==> src/rtl/fixed_addsub_pipe_pkg.sv <==
// rtl/fixed_addsub_pipe_pkg.sv - shared types and fixed-point clamp helpers
package fixed_pkg;

    typedef enum logic {
        OP_ADD = 1'b0,
        OP_SUB = 1'b1
    } op_e;

    // Largest positive value of a bits-wide two's-complement word, zero-extended to 64 bits.
    function automatic logic [63:0] fx_max(input int bits);
        return (64'd1 << (bits - 1)) - 64'd1;
    endfunction

    // Most negative value of a bits-wide two's-complement word, as its raw bit pattern.
    function automatic logic [63:0] fx_min(input int bits);
        return 64'd1 << (bits - 1);
    endfunction

    // Reduce a (bits+1)-bit extended result to bits: returns {ovf, c}.
    // The two top bits of ext disagree exactly when the true result left the range.
    function automatic logic [64:0] fx_clamp(input logic [64:0] ext, input int bits, input bit saturate);
        logic [6:0]  top_idx;
        logic [63:0] mask;
        logic [63:0] res;
        logic        ovf;
        top_idx = 7'(bits);
        mask    = (bits >= 64) ? '1 : ((64'd1 << bits) - 64'd1);
        ovf     = ext[top_idx] ^ ext[top_idx - 7'd1];
        if (ovf && saturate) begin
            res = ext[top_idx] ? fx_min(bits) : fx_max(bits);
        end else begin
            res = ext[63:0] & mask;
        end
        return {ovf, res};
    endfunction

endpackage

==> src/rtl/fixed_addsub_pipe_if.sv <==
// rtl/fixed_addsub_pipe_if.sv - handshake and data bundle for the add/sub pipeline
interface fixed_addsub_pipe_if #(
    parameter int BITS  = 16,
    parameter int LANES = 1
);
    logic                  in_valid;
    logic                  in_ready;
    logic                  op;
    logic [LANES*BITS-1:0] a;
    logic [LANES*BITS-1:0] b;
    logic                  out_valid;
    logic                  out_ready;
    logic [LANES*BITS-1:0] c;
    logic [LANES-1:0]      ovf;
    logic [LANES-1:0]      ovf_sticky;
    logic                  clr_ovf;

    modport master (
        output in_valid, op, a, b, out_ready, clr_ovf,
        input  in_ready, out_valid, c, ovf, ovf_sticky
    );

    modport slave (
        input  in_valid, op, a, b, out_ready, clr_ovf,
        output in_ready, out_valid, c, ovf, ovf_sticky
    );
endinterface

==> src/rtl/fixed_addsub_pipe_lane.sv <==
// rtl/fixed_addsub_pipe_lane.sv - one lane: extended add/sub and overflow clamp
module fixed_addsub_lane
    import fixed_pkg::*;
#(
    parameter int BITS     = 16,
    parameter bit SATURATE = 1'b1
) (
    input  logic [BITS-1:0] a,
    input  logic [BITS-1:0] b,
    input  op_e             op,
    output logic [BITS:0]   ext,
    input  logic [BITS:0]   ext_q,
    output logic [BITS-1:0] c,
    output logic            ovf
);
    logic [BITS:0] a_x;
    logic [BITS:0] b_x;
    logic [BITS:0] b_sel;
    logic [64:0]   clamp_res;

    // Subtract as a + ~b + 1 in BITS+1 bits so a - min never needs a BITS-wide negation.
    always_comb begin
        a_x   = {a[BITS-1], a};
        b_x   = {b[BITS-1], b};
        b_sel = (op == OP_SUB) ? ~b_x : b_x;
        ext   = a_x + b_sel + {{BITS{1'b0}}, (op == OP_SUB)};
    end

    // Clamp or wrap the registered extended result coming out of the first stage.
    always_comb begin
        clamp_res = fx_clamp(65'(ext_q), BITS, SATURATE);
        c         = clamp_res[BITS-1:0];
        ovf       = clamp_res[64];
    end

    generate
        if (BITS < 64) begin : g_hi
            logic unused_hi;
            assign unused_hi = ^clamp_res[63:BITS];
        end
    endgenerate
endmodule

==> src/rtl/fixed_addsub_pipe.sv <==
// rtl/fixed_addsub_pipe.sv - multi-lane 2-stage fixed-point add/sub with backpressure
module fixed_addsub_pipe
    import fixed_pkg::*;
#(
    parameter int BITS      = 16,
    parameter int FRAC_BITS = 8,
    parameter int LANES     = 1,
    parameter bit SATURATE  = 1'b1
) (
    input logic                clk,
    input logic                rst,
    fixed_addsub_pipe_if.slave bus
);
    localparam int EXT = BITS + 1;

    generate
        if (BITS < 4 || BITS > 64) begin : g_bad_bits
            $error("fixed_addsub_pipe: BITS must be 4..64");
        end
        if (FRAC_BITS < 0 || FRAC_BITS >= BITS) begin : g_bad_frac
            $error("fixed_addsub_pipe: FRAC_BITS must be below BITS");
        end
        if (LANES < 1 || LANES > 16) begin : g_bad_lanes
            $error("fixed_addsub_pipe: LANES must be 1..16");
        end
    endgenerate

    logic                  adv1;
    logic                  adv2;
    logic                  s1_valid;
    op_e                   s1_op;
    logic [LANES*EXT-1:0]  s1_ext;
    logic [LANES*EXT-1:0]  ext_next;
    logic [LANES*BITS-1:0] c_next;
    logic [LANES-1:0]      ovf_next;
    logic                  out_valid_q;
    logic [LANES*BITS-1:0] c_q;
    logic [LANES-1:0]      ovf_q;
    logic [LANES-1:0]      sticky_q;

    // The op of the S1 beat is kept for debug visibility; the clamp does not need it.
    logic unused_s1_op;
    assign unused_s1_op = s1_op;

    // Each stage moves when the one after it has room; a full pipe stalls on out_ready alone.
    always_comb begin
        adv2 = !out_valid_q || bus.out_ready;
        adv1 = !s1_valid || adv2;
    end

    assign bus.in_ready   = adv1;
    assign bus.out_valid  = out_valid_q;
    assign bus.c          = c_q;
    assign bus.ovf        = ovf_q;
    assign bus.ovf_sticky = sticky_q;

    genvar i;
    generate
        for (i = 0; i < LANES; i++) begin : g_lane
            fixed_addsub_lane #(
                .BITS     (BITS),
                .SATURATE (SATURATE)
            ) u_lane (
                .a     (bus.a[i*BITS +: BITS]),
                .b     (bus.b[i*BITS +: BITS]),
                .op    (op_e'(bus.op)),
                .ext   (ext_next[i*EXT +: EXT]),
                .ext_q (s1_ext[i*EXT +: EXT]),
                .c     (c_next[i*BITS +: BITS]),
                .ovf   (ovf_next[i])
            );
        end
    endgenerate

    // Stage 1: capture the extended sums of an accepted beat.
    always_ff @(posedge clk) begin
        if (rst) begin
            s1_valid <= 1'b0;
            s1_op    <= OP_ADD;
            s1_ext   <= '0;
        end else if (adv1) begin
            s1_valid <= bus.in_valid;
            if (bus.in_valid) begin
                s1_op  <= op_e'(bus.op);
                s1_ext <= ext_next;
            end
        end
    end

    // Stage 2: capture clamped results; held while the output is stalled.
    always_ff @(posedge clk) begin
        if (rst) begin
            out_valid_q <= 1'b0;
            c_q         <= '0;
            ovf_q       <= '0;
        end else if (adv2) begin
            out_valid_q <= s1_valid;
            if (s1_valid) begin
                c_q   <= c_next;
                ovf_q <= ovf_next;
            end
        end
    end

    // Sticky overflow collects ovf on each output transfer; a clear wins over a same-cycle set.
    always_ff @(posedge clk) begin
        if (rst) begin
            sticky_q <= '0;
        end else if (bus.clr_ovf) begin
            sticky_q <= '0;
        end else if (out_valid_q && bus.out_ready) begin
            sticky_q <= sticky_q | ovf_q;
        end
    end
endmodule

==> src/flat_wrapper.sv <==
// flat-port wrapper written by rule: the top's interface ports become plain ports
module fixed_addsub_pipe_flat import fixed_pkg::*;
#(
    parameter int BITS      = 16,
    parameter int FRAC_BITS = 8,
    parameter int LANES     = 1,
    parameter bit SATURATE  = 1'b1
)
  (clk, rst, bus_in_valid, bus_op, bus_a, bus_b, bus_out_ready, bus_clr_ovf, bus_in_ready, bus_out_valid, bus_c, bus_ovf, bus_ovf_sticky);
  fixed_addsub_pipe_if #(.BITS(BITS), .LANES(LANES)) bus_i ();
  input logic clk;
  input logic rst;
  input wire logic [$bits(bus_i.in_valid)-1:0] bus_in_valid;
  input wire logic [$bits(bus_i.op)-1:0] bus_op;
  input wire logic [$bits(bus_i.a)-1:0] bus_a;
  input wire logic [$bits(bus_i.b)-1:0] bus_b;
  input wire logic [$bits(bus_i.out_ready)-1:0] bus_out_ready;
  input wire logic [$bits(bus_i.clr_ovf)-1:0] bus_clr_ovf;
  output wire logic [$bits(bus_i.in_ready)-1:0] bus_in_ready;
  output wire logic [$bits(bus_i.out_valid)-1:0] bus_out_valid;
  output wire logic [$bits(bus_i.c)-1:0] bus_c;
  output wire logic [$bits(bus_i.ovf)-1:0] bus_ovf;
  output wire logic [$bits(bus_i.ovf_sticky)-1:0] bus_ovf_sticky;
  assign bus_i.in_valid = bus_in_valid;
  assign bus_i.op = bus_op;
  assign bus_i.a = bus_a;
  assign bus_i.b = bus_b;
  assign bus_i.out_ready = bus_out_ready;
  assign bus_i.clr_ovf = bus_clr_ovf;
  assign bus_in_ready = bus_i.in_ready;
  assign bus_out_valid = bus_i.out_valid;
  assign bus_c = bus_i.c;
  assign bus_ovf = bus_i.ovf;
  assign bus_ovf_sticky = bus_i.ovf_sticky;
  fixed_addsub_pipe #(.BITS(BITS), .FRAC_BITS(FRAC_BITS), .LANES(LANES), .SATURATE(SATURATE)) u_core (.clk(clk), .rst(rst), .bus(bus_i));
endmodule
==> config.mk <==
export PLATFORM = sky130hd
export DESIGN_NAME = fixed_addsub_pipe_flat
export DESIGN_NICKNAME = d
export VERILOG_FILES = /design/src/rtl/fixed_addsub_pipe_pkg.sv /design/src/rtl/fixed_addsub_pipe_if.sv /design/src/rtl/fixed_addsub_pipe_lane.sv /design/src/rtl/fixed_addsub_pipe.sv /design/src/flat_wrapper.sv
export SDC_FILE = /design/constraint.sdc
export NUM_CORES = 1
export LEC_CHECK = 0
export ABC_AREA = 1
export CAP_MARGIN = 20
export CORE_UTILIZATION = 46
export CTS_CLUSTER_SIZE = 10
export DETAILED_ROUTE_END_ITERATION = 10
export PLACE_DENSITY = 0.73
export SYNTH_ARGS = -nofsm -noshare
export SYNTH_HDL_FRONTEND = slang
export SYNTH_HIERARCHICAL = 1
export SYNTH_SLANG_ARGS = --single-unit
==> constraint.sdc <==
create_clock -name clk -period 3.3 [get_ports clk]
set_clock_uncertainty 0.1 [all_clocks]
set_input_delay 0.495 -clock clk [delete_from_list [all_inputs] [get_ports clk]]
set_output_delay 0.495 -clock clk [all_outputs]
set_load 0.03 [all_outputs]
== Word level (Yosys, flattened, before mapping) ==
Cells that the tools add are included.

* Reduce and logical (&&, ||, !) cells: 8
* Mux-type cells: 3
* Bitwise logic cells: 3
* $add $sub $neg: 2

{| class="wikitable"
|+ Operators with widths
! cell !! count
|-
| 16-bit two-way mux || 2
|-
| 17-bit by 1-bit adder with 17-bit output || 1
|-
| 17-bit adder || 1
|-
| 17-bit two-way mux || 1
|-
| 17-bit inverter || 1
|-
| 2-bit AND reduction || 2
|-
| 1-bit zero test || 2
|-
| 1-bit logical OR || 2
|-
| 2-bit OR reduction || 1
|-
| 1-bit logical AND || 1
|-
| 1-bit bitwise OR || 1
|-
| 1-bit bitwise XOR || 1
|}

* Bits in registers: 37
* Output and inout bits: 20

== Logic depth before layout (Yosys ltp) ==
Gate-level depths: netlist (run 1).

* Depth in word-level cells: 4
* Gate-level depth with buffers: 18

== Modules after synthesis ==
Netlist (run 1), hierarchy kept.

{| class="wikitable"
|+ Modules (own cells, without submodules)
! module !! cells an instance !! area an instance (um^2) !! instances
|-
| fixed_addsub_pipe || 217 || 1616.6 || 1
|-
| fixed_addsub_lane || 225 || 1248.7 || 1
|}

== Least setup slack after synthesis (run 1) ==
OpenSTA, ideal clock, no wires.

* Path kind: input-to-reg
* Start point: in bus_op
* End point: reg u_core.s1_ext[15]
* Library setup time: 0.115 ns
* Arrival: 2.095 ns
* Setup slack: 0.990 ns
* Stages: 16
* Path through: buf_6 > buf_4 > xor2_1 > ha_1 > a21oi_1 > inv_1 > nor2_1 > nand2_2 > nand2_1 > nand2_1 > nand2_1 > nand2_1 > inv_1 > nand3_1 > nand2_1 > nor2_1

* Word-level cells in the longest chain between the ends: 3

{| class="wikitable"
|+ Ends and longest elaborated chain
! what !! line !! RTL
|-
| start: declaration || flat_wrapper.sv:14 || <nowiki>input wire logic [$bits(bus_i.op)-1:0] bus_op;</nowiki>
|-
| 17-bit two-way mux || fixed_addsub_pipe_lane.sv:25 || <nowiki>b_sel = (op == OP_SUB) ? ~b_x : b_x;</nowiki>
|-
| 17-bit adder || fixed_addsub_pipe_lane.sv:26 || <nowiki>ext = a_x + b_sel + {{BITS{1'b0}}, (op == OP_SUB)};</nowiki>
|-
| 17-bit by 1-bit adder with 17-bit output (*) || fixed_addsub_pipe_lane.sv:26 ||
|-
| net u_core.ext_next[15] || fixed_addsub_pipe.sv:33 || <nowiki>logic [LANES*EXT-1:0] ext_next;</nowiki>
|-
| end signal: assignment || fixed_addsub_pipe.sv:85 || <nowiki>s1_ext <= ext_next;</nowiki>
|-
| end: declaration || fixed_addsub_pipe.sv:32 || <nowiki>logic [LANES*EXT-1:0] s1_ext;</nowiki>
|}

Mark *: on every way through the listed nets, which the timed path passes. The rest lies on a longest branch.
A chain may end at the register's enable or synchronous reset.

== Final worst setup path (run 1) ==
* Start point: in bus_op
* End point: reg u_core.s1_ext[11]

Same word-level chain as after synthesis.

==> impl_metrics.tcl, run 1 <==
set metrics [dict create \
    placed_cells_incl_taps 558 \
    synth.lib_cells_used.distinct 31 \
    r2r_slack_ns 1.31 \
    final.setup.worst_slack_ns 0.503 \
    final_cell_area_mm2 0.00348 \
    place.port_buffers 57 \
    clock-root-buffer "sky130_fd_sc_hd__clkbuf_8" \
    worst_reg2reg_endpoint "u_core/bus.c[3]$_SDFFE_PP0P_" \
    synth-async-reset-ratio_pct 0 \
    rsz0062_at_grt "no" \
    global_route_wire_length_before_repair_mm 9.96 \
    final_net_count 546 \
    ant_nets 0 \
    syn-cell-area_mm2 0.00287 \
    grt_pass1_vias 2401 \
    cts.htree.levels 2 \
    fraction_of_final_layout_cells_with_drive_strength_greater_than_1_pct 4.89 \
    via_per_inst 4.70 \
    dpl_worst_slack_ns 0.190 \
    startpoint_kind_of_the_worst_setup_timing_path "input port" \
    max_cap_violations 0 \
    clkSlewWorstSetupHoldPaths_ns 0.06 \
    crit-reg2reg-launch "u_core/s1_ext[15]$_SDFFE_PP0P_" \
    yosys-top-cells-area "sky130_fd_sc_hd__dfxtp_1, sky130_fd_sc_hd__nand2_1, sky130_fd_sc_hd__nor2_1, sky130_fd_sc_hd__ha_1, sky130_fd_sc_hd__xor2_1" \
    drt_first_iter_violations 73 \
    gp_congestion 0.934 \
    worstSetupEndpointType "register" \
    crit_path_start "bus_op" \
    nFillCells 620 \
    crit_path_end "u_core/s1_ext[11]$_SDFFE_PP0P_" \
    postSynth.topFlopCell "sky130_fd_sc_hd__dfxtp_1" \
    worst_slew_margin_rel_pct 56.6 \
    postRouteWirelength_mm 5.48 \
    synth-edff-count 0 \
    groute.usage.overall_pct 19.0 \
    arrival_ns 2.88 \
    number_of_antenna_violations_at_the_first_check_in_global_routing 0 \
    cp_data_required_time_ns 3.38 \
    fin_cells 566 \
    power_frac_seq_pct 37.2 \
    register_bit_total_from_synthesis 37 \
    syn-instance-count 442 \
    synth.yosys.seq_area_share_pct 25.9 \
    multiInputGateArea_mm2 0.00179 \
    cts-buffers-inserted 5 \
    clkPwrFrac_pct 20.9 \
    post_cts_resize_count 0 \
    floorplan.initialDensity_pct 48.1 \
    remaining_drc_errors 0 \
    grt.overflow.total 0 \
    max_freq_ghz 0.357 \
    die-area_mm2 0.00655 \
    hold_viol 0 \
    netlist.area_leader.share_pct 25.9 \
    count_of_tritonroute_iterations_in_the_first_routing_pass 4 \
    reg2reg_depth 7 \
    power_density_mw_per_mm2 399 \
    clockBufferDepth 2 \
    core.rowCount 28 \
    tns_ns 0 \
    power.static_leakage_nw 1.76 \
    post-route-period-util_pct 84.8 \
    synthToLayoutAreaGrowth_pct 21.6 \
    kind_of_critical_path "input port to register" \
    grt_start_max_net_pins 36 \
    count_of_vias_placed_by_the_detailed_router 2663 \
    post_syn_area_per_cell_um2 6.48 \
    cts.repair_timing.setup_buffer_count 0 \
    placed_cell_area_mm2 0.00340 \
    holdPathStages 1 \
    total_switching_power_mw 0.494 \
    critical_path_peak_fanout 13 \
    vdd_ir_drop_max_v 0.000227 \
    power.share.switching_pct 35.5 \
    yosys_warnings 6 \
    antenna-diode-count 0 \
    final_max_slew_viol_count 0 \
    hpwl_mm 4.56 \
    floorplan.die.height_um 80.9 \
    fin_hold_ws_ns 0.374 \
    wl_per_cell_um 9.69 \
    core_region_area_mm2 0.00596 \
    dieWidth_um 80.9 \
    result_of_the_run "completed" \
    cts_hold_buf 0 \
    tritoncts "built" \
    cts_num_sinks 37 \
    share_comb_of_total_power_pct 41.9 \
    synth_nets 498 \
    internal_power_mw 0.897 \
    worst_hold_path_type "register to register" \
    later_pin_clock_latency_in_the_skew_report_ns 0.29 \
    setup_violations 0 \
    timing_worst_slew_pin_value_ns 0.651 \
    yosysTopAreaCell "sky130_fd_sc_hd__dfxtp_1" \
    sequential_cell_area_um2 741 \
    io-pin-count 58 \
    post_route_minimum_period_ns 2.80 \
]
-- routing by layer --
metal	track usage, %	share of wire, %	up-vias
met5	0	0	-
met4	7.50	2.0	0
met3	3.37	5.2	12
met2	34.5	47	78
met1	21.8	46	1103
li1	-	-	1470
-- state kept, by name, indices dropped and copies added, names as in the netlist --
name	cells
u_core/s1_ext	17
u_core/bus.out_valid	1
u_core/bus.ovf	1
u_core/bus.ovf_sticky	1
u_core/s1_valid	1
u_core/bus.c	16
-- area by class of cell --
class,count,share of cell area (%)
Multi-Input combinational cell,337,51.3
Clock buffer,8,2.30
Inverter,48,5.17
Sequential cell,37,21.3
Timing Repair Buffer,61,17.2
Tap cell,75,2.69
-- how the worst min path moves through the flow --
| stage | startpoint | end | slack, ns |
|---|---|---|---|
| after global placement | u_core/bus.ovf_sticky$_SDFFE_PP0P_ | u_core/bus.ovf_sticky$_SDFFE_PP0P_ | 0.35 |
| final | u_core/bus.ovf_sticky$_SDFFE_PP0P_ | u_core/bus.ovf_sticky$_SDFFE_PP0P_ | 0.37 |
| after CTS | u_core/bus.ovf_sticky$_SDFFE_PP0P_ | u_core/bus.ovf_sticky$_SDFFE_PP0P_ | 0.38 |
| after floorplan | u_core/s1_ext[10]$_SDFFE_PP0P_ | u_core/s1_ext[10]$_SDFFE_PP0P_ | 0.35 |
| after global routing | u_core/bus.ovf_sticky$_SDFFE_PP0P_ | u_core/bus.ovf_sticky$_SDFFE_PP0P_ | 0.39 |
| after detailed placement | u_core/bus.ovf_sticky$_SDFFE_PP0P_ | u_core/bus.ovf_sticky$_SDFFE_PP0P_ | 0.36 |
-- critical path: stages --
cell	delay, ns
sky130_fd_sc_hd__clkdlybuf4s50_1	0.60
sky130_fd_sc_hd__buf_4	0.28
sky130_fd_sc_hd__xor2_1	0.20
sky130_fd_sc_hd__ha_1	0.31
sky130_fd_sc_hd__a21oi_1	0.22
sky130_fd_sc_hd__inv_1	0.06
sky130_fd_sc_hd__nor2_1	0.12
sky130_fd_sc_hd__nand2_2	0.10
sky130_fd_sc_hd__nand2_1	0.09
sky130_fd_sc_hd__nand2_1	0.05
sky130_fd_sc_hd__nand2_1	0.05
sky130_fd_sc_hd__nand2_1	0.05
sky130_fd_sc_hd__inv_1	0.05
sky130_fd_sc_hd__nand3_1	0.08
sky130_fd_sc_hd__nand2_1	0.09
sky130_fd_sc_hd__nor2_1	0.03
-- through the flow --
| stage | util (%) | power, mW |
|---|---|---|
| after floorplan | - | 0.971 |
| after global placement | 57.2 | 1.10 |
| after detailed placement | 57.2 | 1.11 |
| after CTS | 58.5 | 1.41 |
| after global routing | 58.5 | 1.52 |
| final | 58.5 | 1.39 |
-- logic make-up (layout without fill, tap and decap cells) --
logic type,Yosys count,after routing,synth area share [%]
simple gates,251,251,38.6
buf+inv,68,117,11.7
compound gates,45,45,8.73
flops,37,37,25.9
xor+xnor,23,23,7.03
fa+ha+maj,18,18,8.12
-- synth_stat cells, types with 2 or more instances --
library cell               count
sky130_fd_sc_hd__and2_1        3
sky130_fd_sc_hd__ha_1         17
sky130_fd_sc_hd__nor2_1       68
sky130_fd_sc_hd__xnor2_1       2
sky130_fd_sc_hd__buf_4         4
sky130_fd_sc_hd__xor2_1       21
sky130_fd_sc_hd__a21oi_1      34
sky130_fd_sc_hd__o21ai_0       5
sky130_fd_sc_hd__buf_6         8
sky130_fd_sc_hd__nand3b_1     17
sky130_fd_sc_hd__dfxtp_1      37
sky130_fd_sc_hd__inv_1        46
sky130_fd_sc_hd__nand2_2       7
sky130_fd_sc_hd__nand2_1     123
sky130_fd_sc_hd__buf_2         4
sky130_fd_sc_hd__nand2_4       2
sky130_fd_sc_hd__o21bai_1      2
sky130_fd_sc_hd__nand3_1      27
sky130_fd_sc_hd__clkbuf_1      3
-- power by group through the flow --
stage	sequential (mW)	combinational [mW]	clock, mW
after floorplan	0.556	0.415	0
after global placement	0.526	0.577	0
after detailed placement	0.527	0.586	0
after CTS	0.518	0.588	0.303
after global routing	0.523	0.675	0.319
final	0.517	0.583	0.291
-- cell usage in the layout (no fill, tap or decap), types with 7 or more instances in the layout --
cell type	instances
sky130_fd_sc_hd__nand2_1	123
sky130_fd_sc_hd__xor2_1	21
sky130_fd_sc_hd__a21oi_1	34
sky130_fd_sc_hd__nand2_2	7
sky130_fd_sc_hd__clkdlybuf4s50_1	57
sky130_fd_sc_hd__nand3_1	27
sky130_fd_sc_hd__nor2_1	68
sky130_fd_sc_hd__dfxtp_1	37
sky130_fd_sc_hd__ha_1	17
sky130_fd_sc_hd__nand3b_1	17
sky130_fd_sc_hd__inv_1	46
No activity file was read; power rests on OpenSTA's default activity.
==> run 2, diff against run 1 <==
- clock period: 3.3 -> 2.6 ns (I/O delays scaled with it)
==> impl_metrics.tcl, run 2 (synthesis gave the netlist of run 1 again) <==
set metrics [dict create \
    postRouteWirelength_mm 5.59 \
    io-pin-count 58 \
    largest_register_ff_count 17 \
    tritoncts "built" \
    global_route_wire_length_before_repair_mm 10.3 \
    gp_congestion 0.887 \
    crit_family "buffers and inverters" \
    setup_violations 0 \
    wl_per_cell_um 9.53 \
    sum_of_internal_switching_and_leakage_power_mw 1.84 \
    cts.htree.levels 2 \
    floorplan.die.height_um 80.9 \
    grt_start_max_net_pins 36 \
    worstPathCellList "clkdlybuf4s50_1, buf_12, nand2_4, nand2_4, inv_1, fa_1, o21ai_2, nand2_1, nand2_2, nand2_1, nand3_1, nand2_1, inv_1, nand3_1, nand2_1, nor2_1" \
    power_density_mw_per_mm2 501 \
    timing_worst_slew_pin_value_ns 0.445 \
    remaining_drc_errors 0 \
    internal_power_mw 1.20 \
    count_of_tritonroute_iterations_in_the_first_routing_pass 4 \
    kind_of_critical_path "input port to register" \
    worstSetupEndpointType "register" \
    crit_slowest_cell "sky130_fd_sc_hd__clkdlybuf4s50_1" \
    power.share.switching_pct 34.9 \
    ant_nets 0 \
    cts_hold_buf 0 \
    critical_path_peak_fanout 16 \
    share_comb_of_total_power_pct 44.6 \
    vdd_ir_drop_max_v 0.000338 \
    registers.top_by_ff_count "u_core/s1_ext" \
    max_cap_violations 0 \
    count_of_vias_placed_by_the_detailed_router 2774 \
    total_switching_power_mw 0.641 \
    sequential_cell_area_um2 741 \
    cts_num_sinks 37 \
    max_freq_ghz 0.421 \
    multiInputGateArea_mm2 0.00180 \
    power.static_leakage_nw 1.87 \
    die-area_mm2 0.00655 \
    clock-root-buffer "sky130_fd_sc_hd__clkbuf_8" \
    via_per_inst 4.73 \
    core_region_area_mm2 0.00596 \
    final_net_count 567 \
    post_cts_resize_count 0 \
    clockBufferDepth 2 \
    rsz0062_at_grt "no" \
    place.port_buffers 57 \
    core.rowCount 28 \
    fraction_of_final_layout_cells_with_drive_strength_greater_than_1_pct 9.38 \
    groute.usage.overall_pct 19.5 \
    layout.cells.most_common_list "sky130_fd_sc_hd__nand2_1, sky130_fd_sc_hd__nor2_1, sky130_fd_sc_hd__clkdlybuf4s50_1" \
    worst_path_largest_cell_delay_ns 0.50 \
    nFillCells 575 \
    postLayoutCoreUtil_pct 61.6 \
    antenna-diode-count 0 \
    grt_pass1_vias 2559 \
    final_max_slew_viol_count 0 \
    worst_slew_margin_rel_pct 70.3 \
    clkPwrFrac_pct 19.9 \
    post_route_minimum_period_ns 2.38 \
    floorplan.initialDensity_pct 48.1 \
    clkSlewWorstSetupHoldPaths_ns 0.06 \
    result_of_the_run "completed" \
    grt.overflow.total 0 \
    arrival_ns 2.46 \
    cp_data_required_time_ns 2.68 \
    later_pin_clock_latency_in_the_skew_report_ns 0.28 \
    cts.repair_timing.setup_buffer_count 0 \
    hpwl_mm 4.58 \
    layout_commonest_cell "sky130_fd_sc_hd__nand2_1" \
    power_frac_seq_pct 35.5 \
    hold_viol 0 \
    number_of_antenna_violations_at_the_first_check_in_global_routing 0 \
    buf_inv_on_cp 4 \
    synthToLayoutAreaGrowth_pct 28.1 \
    tns_ns 0 \
    cts-buffers-inserted 5 \
    dieWidth_um 80.9 \
    post-route-period-util_pct 91.4 \
    worst_path_most_repeated_cell "sky130_fd_sc_hd__nand2_1" \
    worst_hold_path_type "register to register" \
    startpoint_kind_of_the_worst_setup_timing_path "input port" \
    drt_first_iter_violations 143 \
]
run 2: layer usage:
layer  global-route usage, %  vias to the layer above  wire length [um]
met4                    6.61                        0                81
li1                        -                     1511                 -
met5                       0                        -                 0
met3                    3.03                        6               207
met1                    21.2                     1190              2590
met2                    37.7                       67              2720
run 2: worst reg2reg max path, cell delays in order (launching register included):
cell and delay (ns):
sky130_fd_sc_hd__dfxtp_1 0.35, sky130_fd_sc_hd__inv_1 0.06, sky130_fd_sc_hd__ha_1 0.56, sky130_fd_sc_hd__or2_1 0.44, sky130_fd_sc_hd__nand2_1 0.10, sky130_fd_sc_hd__nand3b_1 0.17
sky130_fd_sc_hd__nand2_1 0.07, sky130_fd_sc_hd__nor2_1 0.04
run 2: power groups by stage:
stage	combinational [mW]	clock, mW	sequential [mW]
after floorplan	0.527	0	0.705
after global placement	0.801	0	0.663
after detailed placement	0.816	0	0.665
after CTS	0.818	0.379	0.653
after global routing	0.937	0.399	0.659
final	0.818	0.366	0.652
run 2: final timing paths:
check	startpoint	end	slack [ns]	cells past startpoint
setup / recovery	bus_op	u_core/s1_ext[14]$_SDFFE_PP0P_	0.22	16
hold / removal	u_core/bus.ovf_sticky$_SDFFE_PP0P_	u_core/bus.ovf_sticky$_SDFFE_PP0P_	0.36	1
setup reg to reg	u_core/s1_ext[15]$_SDFFE_PP0P_	u_core/bus.c[8]$_SDFFE_PP0P_	0.61	7
hold reg to reg	u_core/bus.ovf_sticky$_SDFFE_PP0P_	u_core/bus.ovf_sticky$_SDFFE_PP0P_	0.36	1
run 2: area by class of cell:
class                      count  area share [%]
sequential                    37            20.2
inverter                      48            4.91
tap                           75            2.56
timing repair buffer          82            21.0
clock buffer                   8            2.18
multi-input combinational    337            49.2
run 2: through the flow:
step / hold slack (ns) / setup slack [ns] / cell area, um2 / cells
after detailed placement: 0.355 / -0.112 / 3570 / 579
after global placement: 0.349 / -0.0863 / 3570 / 579
after floorplan: 0.352 / 0.395 / 2870 / 442
after global routing: 0.398 / 0.00100 / 3670 / 587
final: 0.364 / 0.224 / 3670 / 587
after CTS: 0.370 / 0.187 / 3650 / 587
